[src/rtl/irq_pkg.sv]
// irq_pkg: register map, bus FSM states and ID-width helper shared by the irq_ctrl slice
package irq_pkg;
  localparam logic [7:0] IRQ_ADDR_ENABLE  = 8'h40;
  localparam logic [7:0] IRQ_ADDR_PENDING = 8'h41;
  localparam logic [7:0] IRQ_ADDR_THRESH  = 8'h42;
  localparam logic [7:0] IRQ_ADDR_CLAIM   = 8'h43;
  localparam logic [7:0] IRQ_ADDR_EDGE    = 8'h44;
  typedef enum logic {BUS_IDLE, BUS_ACK} bus_state_e;
  function automatic int id_w(input int n);
    return $clog2(n + 1);
  endfunction
endpackage

[src/rtl/irq_gateway.sv]
// irq_gateway: per-source pending/in-flight tracking; edge detector only with IRQ_CTRL_EDGE_EN
module irq_gateway (
  input  logic clk,
  input  logic rst,
  input  logic src,
  input  logic edge_mode,
  input  logic claim_clr,
  input  logic complete_clr,
  output logic pending
);
  logic inflight, edge_set, level_set;
`ifdef IRQ_CTRL_EDGE_EN
  logic prev;
  always_ff @(posedge clk or negedge rst)
    if (!rst) prev <= 1'b0;
    else prev <= src;
  assign edge_set = edge_mode & src & ~prev;
`else
  logic unused_edge;
  assign unused_edge = edge_mode;
  assign edge_set = 1'b0;
`endif
  assign level_set = ~edge_mode & src & ~inflight;
  // an edge in the claim cycle survives the clear; a level request does not
  always_ff @(posedge clk or negedge rst)
    if (!rst) begin
      pending  <= 1'b0;
      inflight <= 1'b0;
    end else begin
      pending  <= edge_set | ((pending | level_set) & ~claim_clr);
      inflight <= claim_clr | (inflight & ~complete_clr);
    end
endmodule

[src/rtl/irq_ctrl.sv]
// irq_ctrl: prioritised multi-source interrupt controller with claim/complete register bus
// Optional edge-mode sources when IRQ_CTRL_EDGE_EN is defined.
module irq_ctrl
  import irq_pkg::*;
#(
  parameter int NUM_SRC = 8,
  parameter int PRIO_W  = 3
) (
  input  logic               clk,
  input  logic               rst,
  input  logic [NUM_SRC-1:0] src,
  input  logic               bus_en,
  input  logic               bus_we,
  input  logic [7:0]         bus_addr,
  input  logic [31:0]        bus_wdata,
  output logic [31:0]        bus_rdata,
  output logic               bus_ack,
  output logic               ei
);
  localparam int IW = id_w(NUM_SRC);
  logic [PRIO_W-1:0]  prio [NUM_SRC];
  logic [PRIO_W-1:0]  thresh, best_p;
  logic [NUM_SRC-1:0] enable, pending, edge_mode, claim_clr, complete_clr;
  logic [IW-1:0]      best_id, best_nx;
  logic [31:0]        rd_val;
  logic               accept, wr, rd, unused_wdata;
  bus_state_e         state, state_nx;
  assign unused_wdata = ^bus_wdata;
  always_ff @(posedge clk or negedge rst)
    if (!rst) state <= BUS_IDLE;
    else state <= state_nx;
  always_comb begin
    accept   = bus_en && state == BUS_IDLE;
    state_nx = accept ? BUS_ACK : BUS_IDLE;
  end
  assign bus_ack = state == BUS_ACK;
  assign wr = accept & bus_we;
  assign rd = accept & ~bus_we;
  for (genvar g = 0; g < NUM_SRC; g++) begin : g_src
    assign claim_clr[g]    = rd && bus_addr == IRQ_ADDR_CLAIM && best_id == IW'(g + 1);
    assign complete_clr[g] = wr && bus_addr == IRQ_ADDR_CLAIM && bus_wdata[7:0] == 8'(g + 1);
    irq_gateway u_gw (
      .clk(clk), .rst(rst), .src(src[g]), .edge_mode(edge_mode[g]),
      .claim_clr(claim_clr[g]), .complete_clr(complete_clr[g]), .pending(pending[g])
    );
  end
`ifdef IRQ_CTRL_EDGE_EN
  logic [NUM_SRC-1:0] edge_mask;
  always_ff @(posedge clk or negedge rst)
    if (!rst) edge_mask <= '0;
    else if (wr && bus_addr == IRQ_ADDR_EDGE) edge_mask <= bus_wdata[NUM_SRC-1:0];
  assign edge_mode = edge_mask;
`else
  assign edge_mode = '0;
`endif
  // strict compare keeps the lowest ID on priority ties
  always_comb begin
    best_nx = '0;
    best_p  = '0;
    for (int i = 0; i < NUM_SRC; i++)
      if (pending[i] && enable[i] && prio[i] > thresh && prio[i] > best_p) begin
        best_nx = IW'(i + 1);
        best_p  = prio[i];
      end
  end
  always_comb begin
    rd_val = bus_addr == IRQ_ADDR_ENABLE  ? 32'(enable)  :
             bus_addr == IRQ_ADDR_PENDING ? 32'(pending) :
             bus_addr == IRQ_ADDR_THRESH  ? 32'(thresh)  :
             bus_addr == IRQ_ADDR_CLAIM   ? 32'(best_id) :
             bus_addr == IRQ_ADDR_EDGE    ? 32'(edge_mode) : '0;
    for (int i = 0; i < NUM_SRC; i++)
      if (bus_addr == 8'(i + 1)) rd_val = 32'(prio[i]);
  end
  always_ff @(posedge clk or negedge rst)
    if (!rst) begin
      for (int i = 0; i < NUM_SRC; i++) prio[i] <= '0;
      enable    <= '0;
      thresh    <= '0;
      best_id   <= '0;
      bus_rdata <= '0;
    end else begin
      best_id   <= best_nx;
      bus_rdata <= rd ? rd_val : '0;
      if (wr) begin
        for (int i = 0; i < NUM_SRC; i++)
          if (bus_addr == 8'(i + 1)) prio[i] <= bus_wdata[PRIO_W-1:0];
        if (bus_addr == IRQ_ADDR_ENABLE) enable <= bus_wdata[NUM_SRC-1:0];
        if (bus_addr == IRQ_ADDR_THRESH) thresh <= bus_wdata[PRIO_W-1:0];
      end
    end
  assign ei = best_id != '0;
endmodule
[config.mk]
export PLATFORM = sky130hd
export DESIGN_NAME = irq_ctrl
export DESIGN_NICKNAME = d
export VERILOG_FILES = /design/src/rtl/irq_pkg.sv /design/src/rtl/irq_gateway.sv /design/src/rtl/irq_ctrl.sv
export SDC_FILE = /design/constraint.sdc
export NUM_CORES = 1
export LEC_CHECK = 0
export BUFFER_PORTS_ARGS = -buffer_cell sky130_fd_sc_hd__buf_2
export CORE_ASPECT_RATIO = 1.1
export CORE_UTILIZATION = 50
export DETAILED_ROUTE_END_ITERATION = 8
export PLACE_DENSITY_LB_ADDON = 0.1
export SYNTH_ARGS = -nofsm -noshare
export SYNTH_HDL_FRONTEND = slang
export SYNTH_SLANG_ARGS = --single-unit
[constraint.sdc]
create_clock -name clk -period 12.49 [get_ports clk]
set_input_delay 2.498 -clock clk [delete_from_list [all_inputs] [get_ports clk]]
set_output_delay 2.498 -clock clk [all_outputs]
set_load 0.02 [all_outputs]
==> results of run 1 <==
worst min-delay path by stage:
stage                                     start                               end  slack, ns  cells after the start
6_report       g_src[2].u_gw.inflight$_DFF_PN0_  g_src[2].u_gw.inflight$_DFF_PN0_       0.52                      2
5_1_grt        g_src[2].u_gw.inflight$_DFF_PN0_  g_src[2].u_gw.inflight$_DFF_PN0_       0.54                      2
4_1_cts        g_src[0].u_gw.inflight$_DFF_PN0_  g_src[0].u_gw.inflight$_DFF_PN0_       0.52                      2
3_5_place_dp   g_src[0].u_gw.inflight$_DFF_PN0_  g_src[0].u_gw.inflight$_DFF_PN0_       0.50                      2
3_3_place_gp   g_src[0].u_gw.inflight$_DFF_PN0_  g_src[0].u_gw.inflight$_DFF_PN0_       0.49                      2
2_1_floorplan  g_src[0].u_gw.inflight$_DFF_PN0_  g_src[0].u_gw.inflight$_DFF_PN0_       0.46                      2
metrics by stage:
stage	worst slack, ns	cells
after floorplan	3.78	477
after global placement	2.49	591
after detailed placement	2.33	591
after CTS	2.28	607
after global routing	1.45	607
final	2.18	607
per-layer routing:
metal  vias to the layer above  GRT usage
met3                        13     0.0368
met5                         -          0
met2                       111      0.432
met4                         0     0.0841
met1                      1758      0.339
li1                       1715          -
flip-flops by register name, summed over array words and instances, names as in the netlist:
register / cells
best_id: 4
bus_ack: 1
bus_rdata: 8
enable: 8
g_src.u_gw.inflight: 8
g_src.u_gw.pending: 8
prio: 24
thresh: 3
logic make-up after synthesis:
family | share of synthesized area
and+or+nand+nor | 0.153
AOI/OAI and AO/OA | 0.164
DFF | 0.358
buffers and inverters | 0.0697
muxes | 0.135
adders and majority gates | 0.120
other | 0.000839
report_power, final:
part | total (mW) | switching [mW] | internal [mW]
clock network | 0.184 | 0.0862 | 0.0978
logic | 0.0485 | 0.0315 | 0.0170
registers | 0.214 | 0.00391 | 0.210
final cells by class:
cell class                      instances  area, µm²  area share
Clock buffer                           10        138      0.0283
Clock inverter                          6       68.8      0.0141
Inverter                               22       82.6      0.0170
Multi-Input combinational cell        356       2640       0.543
Sequential cell                        64       1600       0.329
Tap cell                              111        139      0.0285
Timing Repair Buffer                   38        193      0.0396
layout by cell type, fill, tap and decap left out, drive strengths merged, types with 4 or more instances in the layout:
cell	n
clkbuf	10
mux2i	7
dfrtp	64
inv	22
a21o	4
ha	41
a22oi	8
a21oi	29
clkinvlp	4
nand3	24
and3	4
buf	38
conb	24
nand4	4
nor2b	11
nor3	6
a31oi	5
and4	4
nor2	23
o21ai	33
nand2	24
o22a	6
nand2b	10
nand3b	8
mux2	40
o21a	4
worst min-delay path, cell delays in order (launching register included):
cell and delay [ns]:
dfrtp_1 0.34, o21ai_0 0.07, o21ai_0 0.07
==> flow_summary.yaml, run 1 <==
logic_synthesis:
  yosysTopAreaCell: "dfrtp_1"
  ys.flop_type: "dfrtp_1"
  yosysTopAreaCellShare: 0.358
  syn_area_mm2: 0.00447
  synth_area_per_cell_um2: 9.84
  yosysWarnings: 0
  synth-edff-count: 0
  synth_cell_types: 61
  synth_area_leaders: "dfrtp_1, ha_1, mux2_2, buf_4, o21ai_0"
  ys_seq_elements: 64
  async_flop_share: 1.00
  yosysMostFrequentCell: "dfrtp_1"
  netlist_top_cells_count: "dfrtp_1, ha_1, mux2_2"
  synth.yosys.seq_area_share: 0.358
  syn_inst: 454
floorplanning:
  ioPinCount: 86
  start_util: 0.523
  dieArea_mm2: 0.00932
  chipHeight_um: 101
  die_x_um: 92.1
  rows: 35
  coreArea_mm2: 0.00854
route:
  drt-total-wl_um: 10900
  wl_met2_um: 5240
  wl_met1_um: 5060
  vias_per_cell: 5.93
  drt_iter0_markers: 182
  postRouteAntennaNets: 0
  drc: 0
  top_layer_used: "met4"
  wl_per_cell_um: 18.0
  wl_met3_um: 438
  vias: 3597
  drt_pass1_iterations: 4
setup_path:
  reg2reg_from: "thresh[2]$_DFFE_PN0P_"
  cp_top_family: "simple AND/OR/NAND/NOR gates"
  path_depth: 45
  arrival_ns: 10.48
  reg2reg_setup_slack_ns: 2.18
  crit_path_top_delay_cell: "nor3_1"
  worstRegToRegCells: 45
  critPathMaxStageDelay_ns: 0.51
  critical_path.startpoint: "thresh[2]$_DFFE_PN0P_"
  crit_path_end_kind: "flop"
  crit_type: "reg2reg"
  endpoint: "best_id[2]$_DFF_PN0_"
  cp.required_ns: 12.66
  r2r-end: "best_id[2]$_DFF_PN0_"
  startpoint_type: "flop"
  cp_max_fo: 9
  cp_common_cell: "ha_1"
  critPathBufInv: 2
job:
  drv_cap: 0
outcome:
  status: "finished, final reports clean"
cts:
  post_cts_buffers: 0
  path_clk_slew_ns: 0.08
  cts.root.buffer_cell: "clkbuf_8"
  cts_sinks: 64
  holdBufCountCts: 0
  h-tree-depth: 3
  cts-resized-gates: 0
  cts_tree: "done"
  clk_path_buf_depth: 2
  numCtsBuffers: 9
  clk_latency_ns: 0.34
cells_and_area:
  antenna_cells: 0
  layout-drive-gt1-share: 0.226
  fin_nets: 584
  nFillCells: 774
  area.growth.synth_to_final_pct: 8.85
  utilization: 0.570
  postLayoutCellArea_mm2: 0.00486
timing:
  setup-tns-final_ns: 0
  slew_viol_final: 0
  period_needed_ns: 10.31
  period_share: 0.825
  hold_viol_final: 0
  clock.fmax_mhz: 97.0
  whs_ns: 0.518
  setup_viol: 0
  relSlewSlack: 0.464
  worstMarginPinSlew_ns: 0.804
  clock_skew_ns: 0.00841
  rsz0062_at_grt: "false"
placement:
  placed_cell_area_mm2: 0.00466
  io_buffers: 37
  hpwl_um: 8080
  gp_congestion: 0.856
min_path:
  hp-class: "reg2reg"
pwr:
  peakVddDrop_mv: 0.0649
  power_density_mw_per_mm2: 91.7
  power.total_mw: 0.446
  p_leak_nw: 2.26
grt:
  grt_pass1_vias: 3424
  grt_overflow: 0
  grt_max_degree: 65
  track_usage: 0.255
  grt_pass1_wl_um: 18000
  antenna_found_initial: 0
No activity file was read; power rests on OpenSTA's default activity.
==> run 2: changes to the inputs <==
- clock period: 12.49 -> 10.49 ns (I/O delays scaled with it)
==> run 2 against run 1 <==
  * Die area unchanged
  * Cell count up 0.49%
  * Count of clock-buffer cells in the layout unchanged
  * Clock power up 33%
  * Flip-flop and latch count unchanged
  * Largest power group unchanged
  * Critical path type unchanged
  * Cell area up 1.2%
  * Critical path depth unchanged
  * Global-route usage up 0.11 points
  * Combinational power up 22%
==> flow_summary.yaml, run 2 (same netlist as run 1, synthesis figures left out) <==
setup_path:
  reg2reg_from: "thresh[1]$_DFFE_PN0P_"
  arrival_ns: 9.81
  critPathBufInv: 3
  startpoint_type: "flop"
  cp_max_fo: 9
  critPathMaxStageDelay_ns: 0.38
  crit_type: "reg2reg"
  crit_path_end_kind: "flop"
  critical_path.startpoint: "thresh[1]$_DFFE_PN0P_"
  cp_common_cell: "ha_1"
  crit_path_top_delay_cell: "dfrtp_1"
  cp_top_family: "compound AO/OA/AOI/OAI gates"
  cp.required_ns: 10.68
placement:
  io_buffers: 37
  placed_cell_area_mm2: 0.00468
  gp_congestion: 0.879
  hpwl_um: 8220
cells_and_area:
  largest_register_ffs: 24
  postLayoutCellArea_mm2: 0.00492
  final_common_cell: "dfrtp_1"
  layout-drive-gt1-share: 0.236
  multi_input_area_mm2: 0.00266
  area.growth.synth_to_final_pct: 10.2
  final-seq-area_mm2: 0.00160
  fin_nets: 587
  nFillCells: 781
  mostFrequentLayoutCells: "dfrtp_1, ha_1, buf_2, mux2_2, o21ai_0"
  top_register: "prio"
  antenna_cells: 0
  utilization: 0.577
floorplanning:
  ioPinCount: 86
  start_util: 0.523
  dieArea_mm2: 0.00932
  coreArea_mm2: 0.00854
  rows: 35
  chipHeight_um: 101
  die_x_um: 92.1
pwr:
  intPower_mw: 0.411
  peakVddDrop_mv: 0.0823
  clockPowerShare: 0.437
  switchingPower_mw: 0.145
  p_sw_frac: 0.261
  p_comb_frac: 0.106
  power_density_mw_per_mm2: 113
  p_seq_frac: 0.456
  p_leak_nw: 2.29
cts:
  cts_tree: "done"
  clk_path_buf_depth: 2
  holdBufCountCts: 0
  cts.root.buffer_cell: "clkbuf_8"
  path_clk_slew_ns: 0.08
  clk_latency_ns: 0.35
  numCtsBuffers: 9
  cts_sinks: 64
  h-tree-depth: 3
grt:
  grt_overflow: 0
  grt_pass1_vias: 3486
  grt_pass1_wl_um: 18100
  antenna_found_initial: 0
  track_usage: 0.256
  grt_max_degree: 65
timing:
  setup-tns-final_ns: 0
  clock.fmax_mhz: 104
  worstMarginPinSlew_ns: 0.821
  hold_viol_final: 0
  relSlewSlack: 0.453
  period_share: 0.917
  period_needed_ns: 9.62
  rsz0062_at_grt: "false"
  slew_viol_final: 0
  clock_skew_ns: 0.0131
  setup_viol: 0
route:
  wl_met2_um: 5420
  drt-total-wl_um: 11100
  wl_per_cell_um: 18.2
  vias_per_cell: 5.83
  drc: 0
  top_layer_used: "met4"
  drt_pass1_iterations: 4
  vias: 3555
  drt_iter0_markers: 208
  wl_met3_um: 677
  postRouteAntennaNets: 0
  wl_met1_um: 4740
min_path:
  hp-class: "reg2reg"
  min_from: "g_src[2].u_gw.inflight$_DFF_PN0_"
job:
  drv_cap: 0
outcome:
  status: "finished, final reports clean"
run 2: cell types whose count changed in the layout (fill, tap and decap cells not counted), sizes merged:
cell and delta:
bufinv +1, clkinvlp -2, buf +3, clkinv +1
run 2: final timing paths:
check,to,slack (ns),cells after the start
min reg2reg,g_src[2].u_gw.inflight$_DFF_PN0_,0.52,2
min,g_src[2].u_gw.inflight$_DFF_PN0_,0.52,2
max reg2reg,best_id[2]$_DFF_PN0_,0.87,45
max,best_id[2]$_DFF_PN0_,0.87,45
max in group asynchronous,prio[2]$_DFFE_PN0P_,8.02,2
min in group asynchronous,g_src[1].u_gw.inflight$_DFF_PN0_,1.91,2
run 2: layout make-up:
class	count	area share
inverters	22	0.0168
repair buffers	41	0.0437
clock buffers	10	0.0279
flip-flops and latches	64	0.325
clock inverters	6	0.0188
well taps	111	0.0282
multi-input cells	356	0.539
run 2: worst min-delay path: stages (launching register included):
cell and delay (ns):
dfrtp_1 0.34, o21ai_0 0.07, o21ai_0 0.07
run 2: stage by stage:
step	std cells	hold WS [ns]	worst slack [ns]	total power, mW
global placement	594	0.486	0.778	0.316
floorplan	477	0.465	1.78	0.303
global route	610	0.539	0.182	0.578
finish	610	0.515	0.867	0.557
detailed placement	594	0.496	0.544	0.317
CTS	610	0.512	0.498	0.559
run 2: timing repair:
item / CTS / global route
buffers inserted: 0 / 0
setup endpoints to repair: 0 / 4
gates resized for setup: 0 / 3
run 2: power groups by stage:
| stage | Combinational, mW | Sequential [mW] | Clock (mW) |
|---|---|---|---|
| floorplan | 0.0451 | 0.258 | 0 |
| global placement | 0.0570 | 0.259 | 0 |
| detailed placement | 0.0585 | 0.259 | 0 |
| CTS | 0.0588 | 0.254 | 0.246 |
| global route | 0.0665 | 0.254 | 0.257 |
| finish | 0.0592 | 0.254 | 0.244 |
run 2: per-layer routing:
layer  vias up  global-route usage
met2       109               0.429
met1      1710               0.326
met3        21              0.0638
met4         0              0.0889
met5         -                   0
li1       1715                   -
